**config.mk**
```make
export PLATFORM = sky130hd
export DESIGN_NAME = fetch_queue_flat
export DESIGN_NICKNAME = d
export VERILOG_FILES = /design/src/rtl/fetch_queue_pkg.sv /design/src/rtl/fetch_queue_if.sv /design/src/rtl/fq_ram.sv /design/src/rtl/fetch_queue.sv /design/src/flat_wrapper.sv
export SDC_FILE = /design/constraint.sdc
export NUM_CORES = 1
export LEC_CHECK = 0
export ABC_AREA = 1
export CAP_MARGIN = 10
export CORE_MARGIN = 5
export CORE_UTILIZATION = 55
export CTS_CLUSTER_SIZE = 28
export DETAILED_ROUTE_END_ITERATION = 8
export MAX_ROUTING_LAYER = met4
export PLACE_DENSITY = 0.8
export SLEW_MARGIN = 40
export SYNTH_ARGS = -nofsm -noshare
export SYNTH_HDL_FRONTEND = slang
export SYNTH_SLANG_ARGS = --single-unit
export TNS_END_PERCENT = 100
```
**constraint.sdc**
```tcl
create_clock -name clk -period 8.45 [get_ports clk]
set_clock_uncertainty 0.15 [all_clocks]
set_input_delay 1.69 -clock clk [delete_from_list [all_inputs] [get_ports clk]]
set_output_delay 1.69 -clock clk [all_outputs]
set_load 0.02 [all_outputs]
```
**src/rtl/fetch_queue_pkg.sv**
```systemverilog
// rtl/fetch_queue_pkg.sv - shared bus defines and entry type for the fetch queue
`ifndef FETCH_QUEUE_DEFINES
`define FETCH_QUEUE_DEFINES
`define RstEnable   1'b1
`define RstDisable  1'b0
`define Stop        1'b1
`define NoStop      1'b0
`define ZeroWord    32'h0000_0000
`define InstAddrBus 31:0
`define InstBus     31:0
`endif

package fetch_queue_pkg;

  localparam int ENTRY_W = 96;

  typedef struct packed {
    logic [`InstAddrBus] pc;
    logic [`InstBus]     inst;
    logic [31:0]         excepttype;
  } fq_entry_t;

  function automatic fq_entry_t make_entry(logic [`InstAddrBus] pc,
                                           logic [`InstBus] inst,
                                           logic [31:0] excepttype);
    fq_entry_t e;
    e.pc         = pc;
    e.inst       = inst;
    e.excepttype = excepttype;
    return e;
  endfunction

endpackage

```
**src/rtl/fetch_queue_if.sv**
```systemverilog
// rtl/fetch_queue_if.sv - fetch-side push and decode-side head signals
interface fetch_queue_if;
  logic                in_valid;
  logic [`InstAddrBus] in_pc;
  logic [`InstBus]     in_inst;
  logic [31:0]         in_excepttype;
  logic                stallreq_o;
  logic                id_valid;
  logic [`InstAddrBus] id_pc;
  logic [`InstBus]     id_inst;
  logic [31:0]         id_excepttype;

  modport master (
    output in_valid, in_pc, in_inst, in_excepttype,
    input  stallreq_o, id_valid, id_pc, id_inst, id_excepttype
  );

  modport slave (
    input  in_valid, in_pc, in_inst, in_excepttype,
    output stallreq_o, id_valid, id_pc, id_inst, id_excepttype
  );
endinterface

```
**src/rtl/fq_ram.sv**
```systemverilog
// rtl/fq_ram.sv - entry storage, synchronous write and asynchronous read
module fq_ram
  import fetch_queue_pkg::*;
#(
  parameter int DEPTH = 4,
  parameter int AW    = $clog2(DEPTH)
) (
  input  logic          clk,
  input  logic          we,
  input  logic [AW-1:0] waddr,
  input  fq_entry_t     wdata,
  input  logic [AW-1:0] raddr,
  output fq_entry_t     rdata
);

  fq_entry_t mem [DEPTH];

  always_ff @(posedge clk) begin
    if (we) begin
      mem[waddr] <= wdata;
    end
  end

  assign rdata = mem[raddr];

endmodule

```
**src/rtl/fetch_queue.sv**
```systemverilog
// rtl/fetch_queue.sv - instruction queue between fetch and decode
module fetch_queue
  import fetch_queue_pkg::*;
#(
  parameter int DEPTH = 4,
  parameter int CNT_W = 3
) (
  input  logic             clk,
  input  logic             rst,
  input  logic [5:0]       stall,
  input  logic             flush,
  output logic [CNT_W-1:0] count_o,
  fetch_queue_if.slave     bus
);

  localparam int AW = $clog2(DEPTH);

  logic [AW-1:0]    rd_ptr;
  logic [AW-1:0]    wr_ptr;
  logic [CNT_W-1:0] count;
  logic             pop;
  logic             push;
  logic             full;
  fq_entry_t        head;

  // Only the decode stage's stall bit matters to this queue.
  logic unused_stall;
  assign unused_stall = ^{stall[5:3], stall[1:0]};

  assign full = (count == CNT_W'(DEPTH));
  assign pop  = bus.id_valid && (stall[2] == `NoStop);
  assign push = bus.in_valid && !flush && (!full || pop);

  always_ff @(posedge clk) begin
    if (rst == `RstEnable) begin
      rd_ptr <= '0;
      wr_ptr <= '0;
      count  <= '0;
    end else if (flush) begin
      rd_ptr <= '0;
      wr_ptr <= '0;
      count  <= '0;
    end else begin
      if (push) begin
        wr_ptr <= wr_ptr + AW'(1);
      end
      if (pop) begin
        rd_ptr <= rd_ptr + AW'(1);
      end
      if (push && !pop) begin
        count <= count + CNT_W'(1);
      end else if (pop && !push) begin
        count <= count - CNT_W'(1);
      end
    end
  end

  fq_ram #(
    .DEPTH(DEPTH),
    .AW   (AW)
  ) u_ram (
    .clk  (clk),
    .we   (push),
    .waddr(wr_ptr),
    .wdata(make_entry(bus.in_pc, bus.in_inst, bus.in_excepttype)),
    .raddr(rd_ptr),
    .rdata(head)
  );

  // Stale storage is masked so an empty queue presents a nop bubble.
  assign bus.id_valid      = (count != '0);
  assign bus.id_pc         = bus.id_valid ? head.pc         : `ZeroWord;
  assign bus.id_inst       = bus.id_valid ? head.inst       : `ZeroWord;
  assign bus.id_excepttype = bus.id_valid ? head.excepttype : `ZeroWord;
  assign bus.stallreq_o    = full && !pop;
  assign count_o           = count;

endmodule

```
**src/flat_wrapper.sv**
```systemverilog
// flat-port wrapper written by rule: the top's interface ports become plain ports
module fetch_queue_flat import fetch_queue_pkg::*;
#(
  parameter int DEPTH = 4,
  parameter int CNT_W = 3
)
  (clk, rst, stall, flush, count_o, bus_in_valid, bus_in_pc, bus_in_inst, bus_in_excepttype, bus_stallreq_o, bus_id_valid, bus_id_pc, bus_id_inst, bus_id_excepttype);
  fetch_queue_if bus_i ();
  input  logic clk;
  input  logic rst;
  input  logic [5:0] stall;
  input  logic flush;
  output logic [CNT_W-1:0] count_o;
  input wire logic [$bits(bus_i.in_valid)-1:0] bus_in_valid;
  input wire logic [$bits(bus_i.in_pc)-1:0] bus_in_pc;
  input wire logic [$bits(bus_i.in_inst)-1:0] bus_in_inst;
  input wire logic [$bits(bus_i.in_excepttype)-1:0] bus_in_excepttype;
  output wire logic [$bits(bus_i.stallreq_o)-1:0] bus_stallreq_o;
  output wire logic [$bits(bus_i.id_valid)-1:0] bus_id_valid;
  output wire logic [$bits(bus_i.id_pc)-1:0] bus_id_pc;
  output wire logic [$bits(bus_i.id_inst)-1:0] bus_id_inst;
  output wire logic [$bits(bus_i.id_excepttype)-1:0] bus_id_excepttype;
  assign bus_i.in_valid = bus_in_valid;
  assign bus_i.in_pc = bus_in_pc;
  assign bus_i.in_inst = bus_in_inst;
  assign bus_i.in_excepttype = bus_in_excepttype;
  assign bus_stallreq_o = bus_i.stallreq_o;
  assign bus_id_valid = bus_i.id_valid;
  assign bus_id_pc = bus_i.id_pc;
  assign bus_id_inst = bus_i.id_inst;
  assign bus_id_excepttype = bus_i.id_excepttype;
  fetch_queue #(.DEPTH(DEPTH), .CNT_W(CNT_W)) u_core (.clk(clk), .rst(rst), .stall(stall), .flush(flush), .count_o(count_o), .bus(bus_i));
endmodule
```
After elaboration in Yosys (flattened, before gate mapping)
Memories as Yosys holds them, arrays and structs flattened. A register that Yosys moved wholly into a read port is not among the register bits.
Cells that the tools add are included.
{"block": "word_totals", "regBits": 7, "ramBits": 384, "in_bits": 106, "output_inout_bits": 101, "wordCells": 33, "memories": 1}
{"memory": "u_core.u_ram.mem", "words": 4, "width": 96, "rd": 1, "rd_ports_with_merged_regs": 1, "wr": 1, "line_no": "fq_ram.sv:16", "rtl": "fq_entry_t mem [DEPTH];"}
{"block": "classes", "n_addsub": 4, "eq_ne": 1, "n_mux": 9, "bitwise_logic": 1, "n_reduce_logical": 14}
{"cell": "2-to-1 mux 32 bit", "count": 3}
{"cell": "logical AND 1 bit", "count": 6}
{"cell": "2-to-1 mux 3 bit", "count": 2}
{"cell": "adder 2 x 1 -> 2 bit (second input constant)", "count": 2}
{"cell": "zero test 1 bit", "count": 4}
{"cell": "2-to-1 mux 2 bit", "count": 2}
{"cell": "adder 3 x 1 -> 3 bit (second input constant)", "count": 1}
{"cell": "== test 3 bit (second input constant)", "count": 1}
{"cell": "nonzero test 3 bit", "count": 1}
{"cell": "subtractor 3 x 1 -> 3 bit (second input constant)", "count": 1}
{"cell": "2-to-1 mux 1 bit", "count": 2}
{"cell": "nonzero test 2 bit", "count": 1}
{"cell": "OR reduction 2 bit", "count": 1}
{"cell": "logical OR 1 bit", "count": 1}
{"cell": "NOT 1 bit", "count": 1}

Longest topological paths before layout
{"block": "depth", "ltp_word": 8, "depth_mapped": 13, "ltp_nobuf": 13}

Cells and area by module
A second synthesis with hierarchy kept.
{"block": "unflattened", "hier_cells": 1777, "hier_area_um2": 17272.8}
{"mod": "fq_ram", "instances": 1, "cells_each": 1512, "area_per_inst_um2": 16077.9, "seq_area_each_um2": 11531.1}
{"mod": "fetch_queue", "instances": 1, "cells_each": 265, "area_per_inst_um2": 1194.9, "seq_area_each_um2": 140.1}

Worst setup path after synthesis
Ideal clock, no wire load.
{"block": "synth_path", "path_kind": "input port to flip-flop", "start": "input port bus_in_valid", "end": "memory u_core.u_ram.mem[0][0] (netlist bit) (enable)", "setup_ps": 552, "t_arrival_ps": 5993, "t_required_ps": 7748, "path_slack_ps": 1755, "path_stages": 4, "n_path_buf": 0, "cell_sequence": "inv_1 nor2_1 nand2_1 nor2_1"}
{"block": "synth_via", "elab_chain_len": 4}
{"element": "start: declaration", "line_no": "flat_wrapper.sv:14", "rtl": "input wire logic [$bits(bus_i.in_valid)-1:0] bus_in_valid;"}
{"element": "logical AND 1 bit (2 in a row)", "line_no": "fetch_queue.sv:32", "rtl": "assign push = bus.in_valid && !flush && (!full || pop);"}
{"element": "2-to-1 mux 1 bit", "line_no": "fq_ram.sv:19", "rtl": "if (we) begin"}
{"element": "2-to-1 mux 1 bit (not written as such)", "line_no": "fq_ram.sv:20", "rtl": "mem[waddr] <= wdata;"}
{"element": "end: declaration", "line_no": "fq_ram.sv:16"}
No other way between the ends.

==> key figures <==
Outcome
  • Status: finished clean

GRT
  • All-Layer GR Usage: 21.84%
  • Initial antenna violation count: 4
  • Largest net degree at the start of global routing: 99
  • GRT Residual Overflow: 0
  • First-pass GRT wire length: 52,050 µm
  • Vias in the first global route: 9,756

Synth
  • Post-Synthesis Cells: 1,206
  • Cell Area, Synth: 15,360 µm²
  • Syn. warnings: 0
  • Netlist cell types: 18
  • Syn Nets: 1,318
  • Average size of a mapped cell: 12.74 µm²
  • Post-synthesis sequential area ratio: 76.23%
  • Yosys reg bits: 393

Worst setup path
  • Slowest Stage Delay on Critical Path: 700 ps
  • Worst Setup End Kind: output port
  • Crit-path cells: clkinv_4 -> buf_4 -> nor2_1 -> o21ai_0 -> a21oi_1 -> clkdlybuf4s50_1
  • Setup CP Type: reg -> out
  • CP Max Fanout: 57
  • CP Data Required Time: 6610 ps
  • Worst EP arrival: 3520 ps
  • Kind of start point of the critical path: flip-flop
  • Crit-path slowest cell: dfxtp_4
  • R2R Setup Slk: 5370 ps

Placement
  • Pre-CTS setup slack: 3377 ps
  • Routability congestion estimate: 0.7178
  • Port bufs: 201
  • Hpwl dp: 18,740 µm

Routing
  • Drt initial violations: 812
  • First-pass detailed-route iteration total: 5
  • DRC viols: 0
  • DR WL/cell: 18.74 µm
  • WL final: 33,800 µm
  • Vias/cell: 5.386
  • Post-DRT Antenna Nets: 0
  • Total number of vias: 9,716

STA
  • Fin Setup TNS: 0 ps
  • Final hold viol count: 0
  • Post-route clock period utilization: 63.41%
  • # setup viols final: 0
  • Slew Viols, Final: 0
  • WHS: 360.2 ps
  • Max Freq: 186.6 MHz
  • Fin crit period: 5359 ps
  • RSZ-0062 raised after global routing: no
  • Slew HR: 46.37%
  • Slew @ Worst Pin: 804.5 ps
  • Final worst slack: 3091 ps

Clock network
  • Clock slew at reported path FFs: 60 ps
  • CTS Root Cell: clkbuf_16
  • # hold bufs at CTS: 0
  • CTS tree: done
  • CTS Sinks: 393
  • H-tree Lvls: 2
  • Skew-Pair Late Insertion Delay: 510 ps
  • TritonCTS buffer count: 41
  • Bufs on Longest Clock Path: 3
  • Post-CTS sizing: 0
  • Setup bufs post-CTS: 0

Finish
  • Syn-to-layout area delta: 22.71%
  • Commonest non-fill, non-tap cell in the layout: nor2_1
  • NumNets Final: 1,504
  • Commonest non-fill, non-tap cells in the layout: 392 x nor2_1, 384 x edfxtp_1, 201 x clkdlybuf4s50_1
  • Share of cells above drive strength 1: 5.559%

Power
  • Leakage power: 6.325 nW
  • Cell area power density: 224.8 nW/µm²
  • Sequential power share: 51.7%
  • Cell Int Power: 0.003311 W
  • Worst vdd ir: 0.0001688 V
  • Psw: 0.0009267 W
  • Switch share: 21.87%
  • Clk network pwr share: 38.9%
  • Logic pwr share: 9.4%

Worst hold path
  • Worst min path class: reg -> reg

Floorplan
  • Std-Cell Core Area: 27,710 µm²
  • Die footprint: 31,380 µm²
  • Initial Utilization: 55.45%
  • Die Span Y: 177.1 µm
  • Chip Width: 177.1 µm
  • FP Rows: 61
  • I/O pins: 207

Run
  • # Max-Cap Violations: 0
==> per-layer routing <==
layer | share of wire (%) | vias up | GRT usage [%]
li1 | - | 4652 | -
met5 | 0 | - | -
met1 | 41 | 4680 | 28.24
met2 | 49 | 328 | 35.74
met4 | 1.9 | 0 | 5.319
met3 | 7.9 | 56 | 4.935
==> power groups by stage <==
stage                     logic [W]  clock network (W)  registers (W)
after floorplan            0.000193                  0        0.00224
after global placement     0.000388                  0        0.00223
after detailed placement   0.000396                  0        0.00223
after CTS                  0.000400            0.00168        0.00219
after global routing       0.000430            0.00176        0.00219
final                      0.000397            0.00165        0.00219
==> critical path, delay by kind of cell (launching register included) <==
family,cells,cell delay [ps]
buf+inv,3,1770
simple gates,1,150
compound gates,2,320
flops,1,700
==> metrics by stage <==
stage | total power, W | instance area, µm² | utilization [%] | std cells
after floorplan | 0.002428 | 15360 | - | 1206
after global placement | 0.002619 | 17560 | 63.39 | 1726
after detailed placement | 0.002630 | 17570 | 63.43 | 1726
after CTS | 0.004275 | 18810 | 67.90 | 1798
after global routing | 0.004387 | 18850 | 68.04 | 1803
final | 0.004238 | 18850 | 68.05 | 1804
==> layout make-up <==
class	instances	area, µm²
Sequential cell	393	11720
Fill cell	1899	8852
Clock inverter	19	146.4
Tap cell	378	473.0
Multi-Input combinational cell	719	3169
Timing Repair Buffer	216	2152
Inverter	21	90.09
Antenna cell	5	12.51
Clock buffer	53	1091
==> Yosys cell counts (all sizes together) <==
cell type | count | share of area, %
nor2 | 396 | 9.7
ha | 5 | 0.41
nand3 | 6 | 0.20
nand2 | 16 | 0.39
clkbuf | 29 | 0.71
inv | 21 | 0.51
xor2 | 1 | 0.057
buf | 44 | 2.1
fa | 1 | 0.13
a21oi | 102 | 3.3
dfxtp | 9 | 1.2
o21ai | 192 | 6.3
edfxtp | 384 | 75
==> path summary, 6_finish.rpt <==
kind,from,to,depth (start not counted)
worst max-delay path,flip-flop,bus_id_pc[0],6
worst min-delay path,u_core.rd_ptr[0],u_core.rd_ptr[0],2
worst max register to register,u_core.count_o[0],u_core.u_ram.mem[3][81],6
worst min register to register,u_core.rd_ptr[0],u_core.rd_ptr[0],2
==> flip-flops by register name, indices dropped and copies added, names as in the netlist, named ones only <==
signal	cells
u_core.rd_ptr	2
u_core.u_ram.mem	384
u_core.count_o	3
u_core.wr_ptr	2
==> cells by family after synthesis <==
logic type / count (synthesis) / share of synthesized area (%)
AO/OA/AOI/OAI: 294 / 9.577
XOR/XNOR: 1 / 0.05702
adder cells (fa/ha/maj): 6 / 0.5375
buffers and inverters: 94 / 3.339
flip-flops: 393 / 76.23
AND/OR/NAND/NOR: 418 / 10.26
Power figures use the tool's default switching activity.
